===== src/rtl/net_eval_seq_pkg.sv =====
// net_eval_seq shared types: sequencer states, mode codes, float constants.
package net_eval_seq_pkg;

  typedef enum logic [2:0] {
    S_IDLE,
    S_CLEAR,
    S_START,
    S_WAIT,
    S_CHECK,
    S_NEXT,
    S_FINISH
  } state_t;

  localparam logic [1:0] M_XOR = 2'd0;
  localparam logic [1:0] M_AND = 2'd1;
  localparam logic [1:0] M_OR  = 2'd2;
  localparam logic [1:0] M_MAN = 2'd3;

  localparam logic [31:0] F_ONE  = 32'h3f80_0000;
  localparam logic [31:0] F_ZERO = 32'h0000_0000;
  localparam logic [31:0] F_HALF = 32'h3f00_0000;

endpackage


===== src/rtl/net_eval_seq_float_gt.sv =====
// Combinational y > THRESH for IEEE-754 single with a positive threshold.
module net_eval_seq_float_gt
  import net_eval_seq_pkg::*;
#(
  parameter logic [31:0] THRESH = F_HALF
) (
  input  logic [31:0] y,
  output logic        gt
);

  logic nan;

  assign nan = (y[30:23] == 8'hff) && (y[22:0] != 23'd0);
  // Positive floats order like their magnitude bits.
  assign gt  = !nan && !y[31] && (y[30:0] > THRESH[30:0]);

endmodule


===== src/rtl/net_eval_seq.sv =====
// Self-test sequencer: walks input vectors through the net handshake,
// thresholds outputs and tallies pass/fail with a per-vector timeout.
module net_eval_seq
  import net_eval_seq_pkg::*;
#(
  parameter int          I       = 2,
  parameter int          O       = 1,
  parameter int          TIMEOUT = 1024,
  parameter logic [31:0] ONE     = F_ONE,
  parameter logic [31:0] THRESH  = F_HALF
) (
  input  logic            clk,
  input  logic            rst,
  input  logic            go,
  input  logic [1:0]      mode,
  input  logic [I-1:0]    sw_vec,
  output logic            net_rst_n,
  output logic            net_start,
  output logic [32*I-1:0] net_x,
  input  logic [32*O-1:0] net_y,
  input  logic            net_done,
  output logic            busy,
  output logic            done,
  output logic [I:0]      pass_cnt,
  output logic [I:0]      fail_cnt,
  output logic            timeout_flag,
  output logic            all_pass,
  output logic [O-1:0]    result
);

  localparam int TW = $clog2(TIMEOUT + 1);
  localparam logic [TW-1:0] TLAST = TW'(TIMEOUT - 1);
  localparam logic [I-1:0] LAST = '1;

  state_t        state, state_n;
  logic [1:0]    mode_q;
  logic [I-1:0]  idx, vec_q;
  logic [TW-1:0] tcnt;
  logic          tmo;
  logic [O-1:0]  res_c;
  logic          exp_b, last, ok;

  assign last      = (mode_q == M_MAN) || (idx == LAST);
  assign net_rst_n = !rst && (state != S_CLEAR);
  assign net_start = (state == S_START);
  assign done      = (state == S_FINISH);
  assign busy      = (state != S_IDLE) && (state != S_FINISH);
  assign all_pass  = done && (fail_cnt == '0);

  for (genvar k = 0; k < O; k++) begin : g_gt
    net_eval_seq_float_gt #(.THRESH(THRESH)) u_gt (
      .y  (net_y[32*k +: 32]),
      .gt (res_c[k])
    );
  end

  for (genvar j = 0; j < I; j++) begin : g_x
    assign net_x[32*j +: 32] = vec_q[j] ? ONE : F_ZERO;
  end

  always_comb begin
    exp_b = ^vec_q;
    unique case (mode_q)
      M_XOR: exp_b = ^vec_q;
      M_AND: exp_b = &vec_q;
      M_OR:  exp_b = |vec_q;
      M_MAN: exp_b = ^vec_q;
    endcase
  end

  assign ok = !tmo && (res_c == {O{exp_b}});

  always_comb begin
    state_n = state;
    unique case (state)
      S_IDLE, S_FINISH:
        if (go) state_n = S_CLEAR;
      S_CLEAR: state_n = S_START;
      S_START: state_n = S_WAIT;
      S_WAIT:
        if (net_done || tcnt == TLAST)
          state_n = S_CHECK;
      S_CHECK: state_n = S_NEXT;
      S_NEXT:
        state_n = last ? S_FINISH : S_CLEAR;
      default: state_n = S_IDLE;
    endcase
  end

  always_ff @(posedge clk) begin
    if (rst) begin
      state        <= S_IDLE;
      mode_q       <= M_XOR;
      idx          <= '0;
      vec_q        <= '0;
      tcnt         <= '0;
      tmo          <= 1'b0;
      pass_cnt     <= '0;
      fail_cnt     <= '0;
      timeout_flag <= 1'b0;
      result       <= '0;
    end else begin
      state <= state_n;
      unique case (state)
        S_IDLE, S_FINISH:
          if (go) begin
            mode_q       <= mode;
            idx          <= '0;
            vec_q        <= (mode == M_MAN) ? sw_vec : '0;
            pass_cnt     <= '0;
            fail_cnt     <= '0;
            timeout_flag <= 1'b0;
          end
        S_START: begin
          tcnt <= '0;
          tmo  <= 1'b0;
        end
        S_WAIT:
          if (!net_done) begin
            if (tcnt == TLAST) begin
              tmo          <= 1'b1;
              timeout_flag <= 1'b1;
            end else begin
              tcnt <= tcnt + 1'b1;
            end
          end
        S_CHECK: begin
          result <= res_c;
          if (ok) pass_cnt <= pass_cnt + 1'b1;
          else    fail_cnt <= fail_cnt + 1'b1;
        end
        S_NEXT:
          if (!last) begin
            idx   <= idx + 1'b1;
            vec_q <= idx + 1'b1;
          end
        default: ;
      endcase
    end
  end

endmodule


===== config.mk =====
export PLATFORM = sky130hd
export DESIGN_NAME = net_eval_seq
export DESIGN_NICKNAME = d
export VERILOG_FILES = /design/src/rtl/net_eval_seq_pkg.sv /design/src/rtl/net_eval_seq_float_gt.sv /design/src/rtl/net_eval_seq.sv
export SDC_FILE = /design/constraint.sdc
export NUM_CORES = 1
export LEC_CHECK = 0
export BUFFER_PORTS_ARGS = -buffer_cell sky130_fd_sc_hd__buf_2
export CORE_MARGIN = 2
export CORE_UTILIZATION = 47
export CTS_BUF_LIST = sky130_fd_sc_hd__clkbuf_8
export DETAILED_ROUTE_END_ITERATION = 10
export MAX_ROUTING_LAYER = met4
export PLACE_DENSITY = 0.83
export SYNTH_ARGS = -nofsm -noshare
export SYNTH_HDL_FRONTEND = slang
export SYNTH_SLANG_ARGS = --single-unit

===== constraint.sdc =====
create_clock -name clk -period 2.4 [get_ports clk]
set_input_delay 0.48 -clock clk [delete_from_list [all_inputs] [get_ports clk]]
set_output_delay 0.48 -clock clk [all_outputs]
set_load 0.1 [all_outputs]

======== Word-level counts from Yosys, hierarchy flattened ========
Index checks and enable logic that the tools add are counted.
W data, S select, Z words.
cells by class
  add/subtract/negate cells ............... 4
  equality and inequality tests ........... 24
  order comparisons ....................... 1
  mux-type cells .......................... 26
  reduce and logical (&&, ||, !) cells .... 35
operators by type and width
  cell                     count
  $mux W30                 2
  $gt A31 B30 Y1 const B   1
  $reduce_bool A23 Y1      1
  $mux W11                 2
  $pmux W11 S2             1
  $mux W3                  6
  $pmux W3 S6              1
  $ne A2 B2 Y1 const B     8
  $reduce_and A3 Y1        5
  $pmux W3 S2              2
  $add A11 B1 Y11 const B  1
  $eq A11 B10 Y1 const B   1
  $eq A3 B3 Y1 const B     3
  $eq A2 B2 Y1 const B     4
  $eq A8 B8 Y1 const B     1
  $mux W2                  4
  $pmux W2 S2              2
  $reduce_bool A2 Y1       4
  $logic_and A1 B1 Y1      7
  $add A3 B1 Y3 const B    2
  $eq A3 B2 Y1 const B     2
  $logic_not A3 Y1         2
  $reduce_and A2 Y1        3
  $reduce_or A2 Y1         3
  15 further kinds         22
storage, ports and cells
  output and inout bits ................... 77
  input bits .............................. 40
  word-level logic and storage cells ...... 100
  flip-flop bits (word level) ............. 29

======== Longest topological paths before layout ========
  depth after elaboration ................. 9
  gate-level depth with buffers ........... 8
  depth with buffers taken out ............ 8

======== Cells and area by module ========
A second synthesis with hierarchy kept.
unflattened totals
  cell total of the unflattened synthesis .. 272
  area total of the unflattened synthesis .. 2220.9 um^2
modules (own cells, without submodules)
  module                 area each (um^2)  cells each  instances  sequential area each (um^2)
  net_eval_seq           2114.5            257         1          580.6
  net_eval_seq_float_gt  106.4             15          1          0.0

======== Least setup slack after synthesis ========
No wires, ideal clock.
  kind .................................... register to register
  from .................................... reg vec_q[0]
  to ...................................... reg pass_cnt[0]
  library setup time ...................... 0.123 ns
  data required time ...................... 2.277 ns
  cell stages (with the launch flop) ...... 9
  data arrival time ....................... 2.699 ns
  period minus slack after synthesis ...... 2.822 ns
  setup slack ............................. -0.422 ns
  buffers on the path ..................... 0
  cells stage by stage .................... dfxtp_1 inv_1 ha_1 and2_0 o31ai_1 nand2b_1 nor3_2 nor3_4 mux2_1
between the ends
  word-level cells in the longest chain between the ends .. 6
  elaborated cells between the ends (all ways) .. 8
  classes of those cells .................. eq/ne: 2; mux: 1; reduce/logical: 5
RTL lines
  item                                       line                                    text
  start: declaration                         net_eval_seq.sv:37                      logic [I-1:0] idx, vec_q;
  start signal: assignment                   net_eval_seq.sv:109                     vec_q <= (mode == M_MAN) ? sw_vec : '0;
  start signal: assignment                   net_eval_seq.sv:135                     vec_q <= idx + 1'b1;
  $reduce_xor A2 Y1 (tied with other cells)  net_eval_seq.sv:64, net_eval_seq.sv:67
  $pmux W1 S3 (*)                            net_eval_seq.sv:63                      unique case (mode_q)
  $eq A1 B1 Y1 (*)                           net_eval_seq.sv:71                      assign ok = !tmo && (res_c == {O{exp_b}});
  $logic_and A1 B1 Y1 (*)                    net_eval_seq.sv:71
  $ne A2 B2 Y1 (no source line) (*)          -
  $reduce_and A3 Y1 (no source line) (*)     -
  end signal: assignment                     net_eval_seq.sv:129                     if (ok) pass_cnt <= pass_cnt + 1'b1;
  end: declaration                           net_eval_seq.sv:24                      output logic [I:0] pass_cnt,
Mark *: on every way between the ends. The rest lies on a longest branch, timed or not.
A chain may end at the register's enable or synchronous reset.

======== Final worst setup path ========
  from .................................... reg state[1]
  to ...................................... out net_start
between the ends
  word-level cells in the longest chain between the ends .. 1
RTL lines
  item                      line                 text
  start: declaration        net_eval_seq.sv:35   state_t state, state_n;
  start signal: assignment  net_eval_seq.sv:103  state <= state_n;
  $eq A3 B2 Y1              net_eval_seq.sv:45   assign net_start = (state == S_START);
  end: declaration          net_eval_seq.sv:18   output logic net_start,
Every way passes these cells.

==> flow_summary.toml <==
[worst_setup_path]
startpoint_type = "flip-flop"
worst-endpoint-required_ns = 1.92
arrival_ns = 1.67
path_max_fanout = 12
endpoint_kind = "output port"
path_class = "flip-flop to output port"

[synthesis]
netlist_area_mm2 = 0.002231
netlist_instances = 277
synth_cell_types = 52
synth_warnings = 0
async_flop_share = 0
avgSynthCellArea_um2 = 8.054
yosys.area.top_type = "dfxtp_1"
synth-compound-area-share = 0.1262
synth_ff_type = "dfxtp_1"
yosys-top-cells-area = "dfxtp_1 26%, buf_4 21%, ha_1 5.6%, nor2_1 5.2%, a21oi_1 2.2%"
synth-seq-cells = 29
synth_simple_gate_area_frac = 0.2563
synth_seq_area_share = 0.2602
synth_top_area_share = 0.2602
synth_top_family_by_area = "simple AND/OR/NAND/NOR gates"
synth_mux_area_frac = 0.02748
synth-edff-count = 0
synthAdderAreaFrac = 0.05609
yosys.area_share.xor_xnor = 0.02748

[cells_and_area]
fill_cells = 445
design_area_mm2 = 0.002469
fin_nets = 383
area_growth_pct = 10.66
diodes = 0
layout.cells.non_filler = 388
multi_input_area_mm2 = 0.001296
layout-drive-gt1-share = 0.2994
seq_area_um2 = 583.1

[cts]
cts_sinks = 29
hold_buffers = 0
clk_pin_slew_ns = 0.06
clk_path_buf_depth = 2
postCtsResizedCells = 0
postCtsSetupRepairBufs = 0
root_buffer = "clkbuf_8"
cts_max_level = 2
clk_latency_ns = 0.28
cts_tree = "yes"
tritoncts.num_buffers = 5

[worst_hold_path]
min_path_type = "flip-flop to flip-flop"

[timing]
period_minus_slack_ns = 2.153
hold_violations = 0
fmax_mhz = 464.4
rsz0062_at_grt = "no"
worst_pin_slew_ns = 0.5178
finalCritPeriodShare = 0.8972
skew_ns = 0.005368
slew_viol_final = 0
slew_headroom = 0.6518
whs_ns = 0.4666
setup_viol_count_final = 0

[die]
die-area_mm2 = 0.005314
die_w_um = 72.90
io_pins = 117
rows = 25
core_area_mm2 = 0.004661
initial_core_util = 0.4787
die_h_um = 72.90

[power_and_ir_drop]
p_per_area_mw_per_mm2 = 671.5
peakVddDrop_mv = 0.2745
leakage_uw = 0.001191

[global_route]
grt_pass1_wl_mm = 6.996
antenna_found_initial = 0
grt_max_degree = 15
overflow = 0
grt_use_total = 0.1771
grt_pass1_vias = 1612

[place]
placed_area_mm2 = 0.002367
port_buffers = 66
gp_routability_congestion = 0.8535
dp_cells = 380
hpwlAfterDp_mm = 3.521

[detailed_routing]
ant_nets = 0
first_iter_violations = 66
routedWlPerCell_um = 11.53
routed-via-count = 1939
first_pass_iters = 4
drc = 0
avgViaCountPerCell = 4.997
finalWirelength_mm = 4.472

[run_status]
status = "finished clean"

[job]
cap_violations = 0
per-layer routing:
layer	up-vias	global-route usage	wire (µm)
met3	12	0.04696	266
met5	-	-	0
met2	74	0.3152	2280
li1	956	-	-
met4	0	0.07819	88
met1	897	0.1820	1836
cell usage in the layout, fill, tap and decap left out, types with 8 or more instances in the layout:
cell type and n:
dfxtp_1 27, nor2_1 29, inv_1 10, a21oi_1 10
buf_2 66, ha_1 10, conb_1 50, nor3_1 8
nand2_1 11
synth_stat cells (3+ instances only):
| cell type | instances |
|---|---|
| buf_4 | 62 |
| nor2_1 | 31 |
| dfxtp_1 | 29 |
| nand2_1 | 11 |
| a21oi_1 | 10 |
| clkbuf_1 | 10 |
| ha_1 | 10 |
| inv_1 | 10 |
| nor3_1 | 8 |
| nand3_1 | 7 |
| nand4_1 | 7 |
| o21ai_0 | 7 |
| nand2b_1 | 6 |
| mux2i_1 | 5 |
| nor2b_1 | 5 |
| o31ai_1 | 4 |
| xor2_1 | 4 |
| a211oi_1 | 3 |
| and3b_1 | 3 |
| nand3b_1 | 3 |
| nor4_2 | 3 |
| xnor2_1 | 3 |
flip-flops by register name (all words and copies together) (netlist names):
signal,flops
fail_cnt,3
idx,2
mode_q,2
pass_cnt,3
result,1
state,3
tcnt,11
timeout_flag,1
tmo,1
vec_q,2
worst max-delay path, stage by stage, from the launching register on:
cell      delay (ns)
dfxtp_1         0.52
nand2b_1        0.26
nor2_2          0.17
buf_2           0.44
through the flow:
| step | total power, µW | setup WS, ns | setup TNS, ns | util |
|---|---|---|---|---|
| after floorplan | 1214 | -0.03647 | -0.03647 | - |
| after detailed placement | 1220 | -0.0009379 | -0.0009379 | 0.5079 |
| after global placement | 1213 | 0.09466 | 0 | 0.5079 |
| after CTS | 1668 | 0.2344 | 0 | 0.5297 |
| final | 1658 | 0.2467 | 0 | 0.5297 |
| after global routing | 1723 | 0.03894 | 0 | 0.5297 |
power by group:
part | switching [µW] | total (µW) | internal [µW]
logic | 604 | 698 | 93.5
clock network | 190 | 448 | 259
registers | 19.3 | 511 | 492
total | 813 | 1660 | 844
area by class of cell:
type	count	share of cell area
Clock buffer	7	0.03903
Clock inverter	1	0.002027
Inverter	10	0.01521
Multi-Input combinational cell	214	0.5251
Sequential cell	29	0.2362
Tap cell	54	0.02737
Timing Repair Buffer	73	0.1551
logic make-up after synthesis:
logic type               count (synthesis)
AO/OA/AOI/OAI                           39
XOR/XNOR                                 7
adder cells (fa/ha/maj)                 10
buffers and inverters                   83
flip-flops                              29
multiplexers                             6
other                                    1
AND/OR/NAND/NOR                        102
worst paths after layout:
check,from,to,slack (ns),cells past startpoint
hold / removal,idx[1]$_SDFFE_PP0P_,idx[1]$_SDFFE_PP0P_,0.47,2
setup reg to reg,vec_q[0]$_SDFFE_PP0P_,pass_cnt[0]$_SDFFE_PP0P_,0.28,8
setup / recovery,state[1]$_SDFFE_PP0P_,net_start,0.25,3
hold reg to reg,idx[1]$_SDFFE_PP0P_,idx[1]$_SDFFE_PP0P_,0.47,2
No activity file was read; power rests on OpenSTA's default activity.
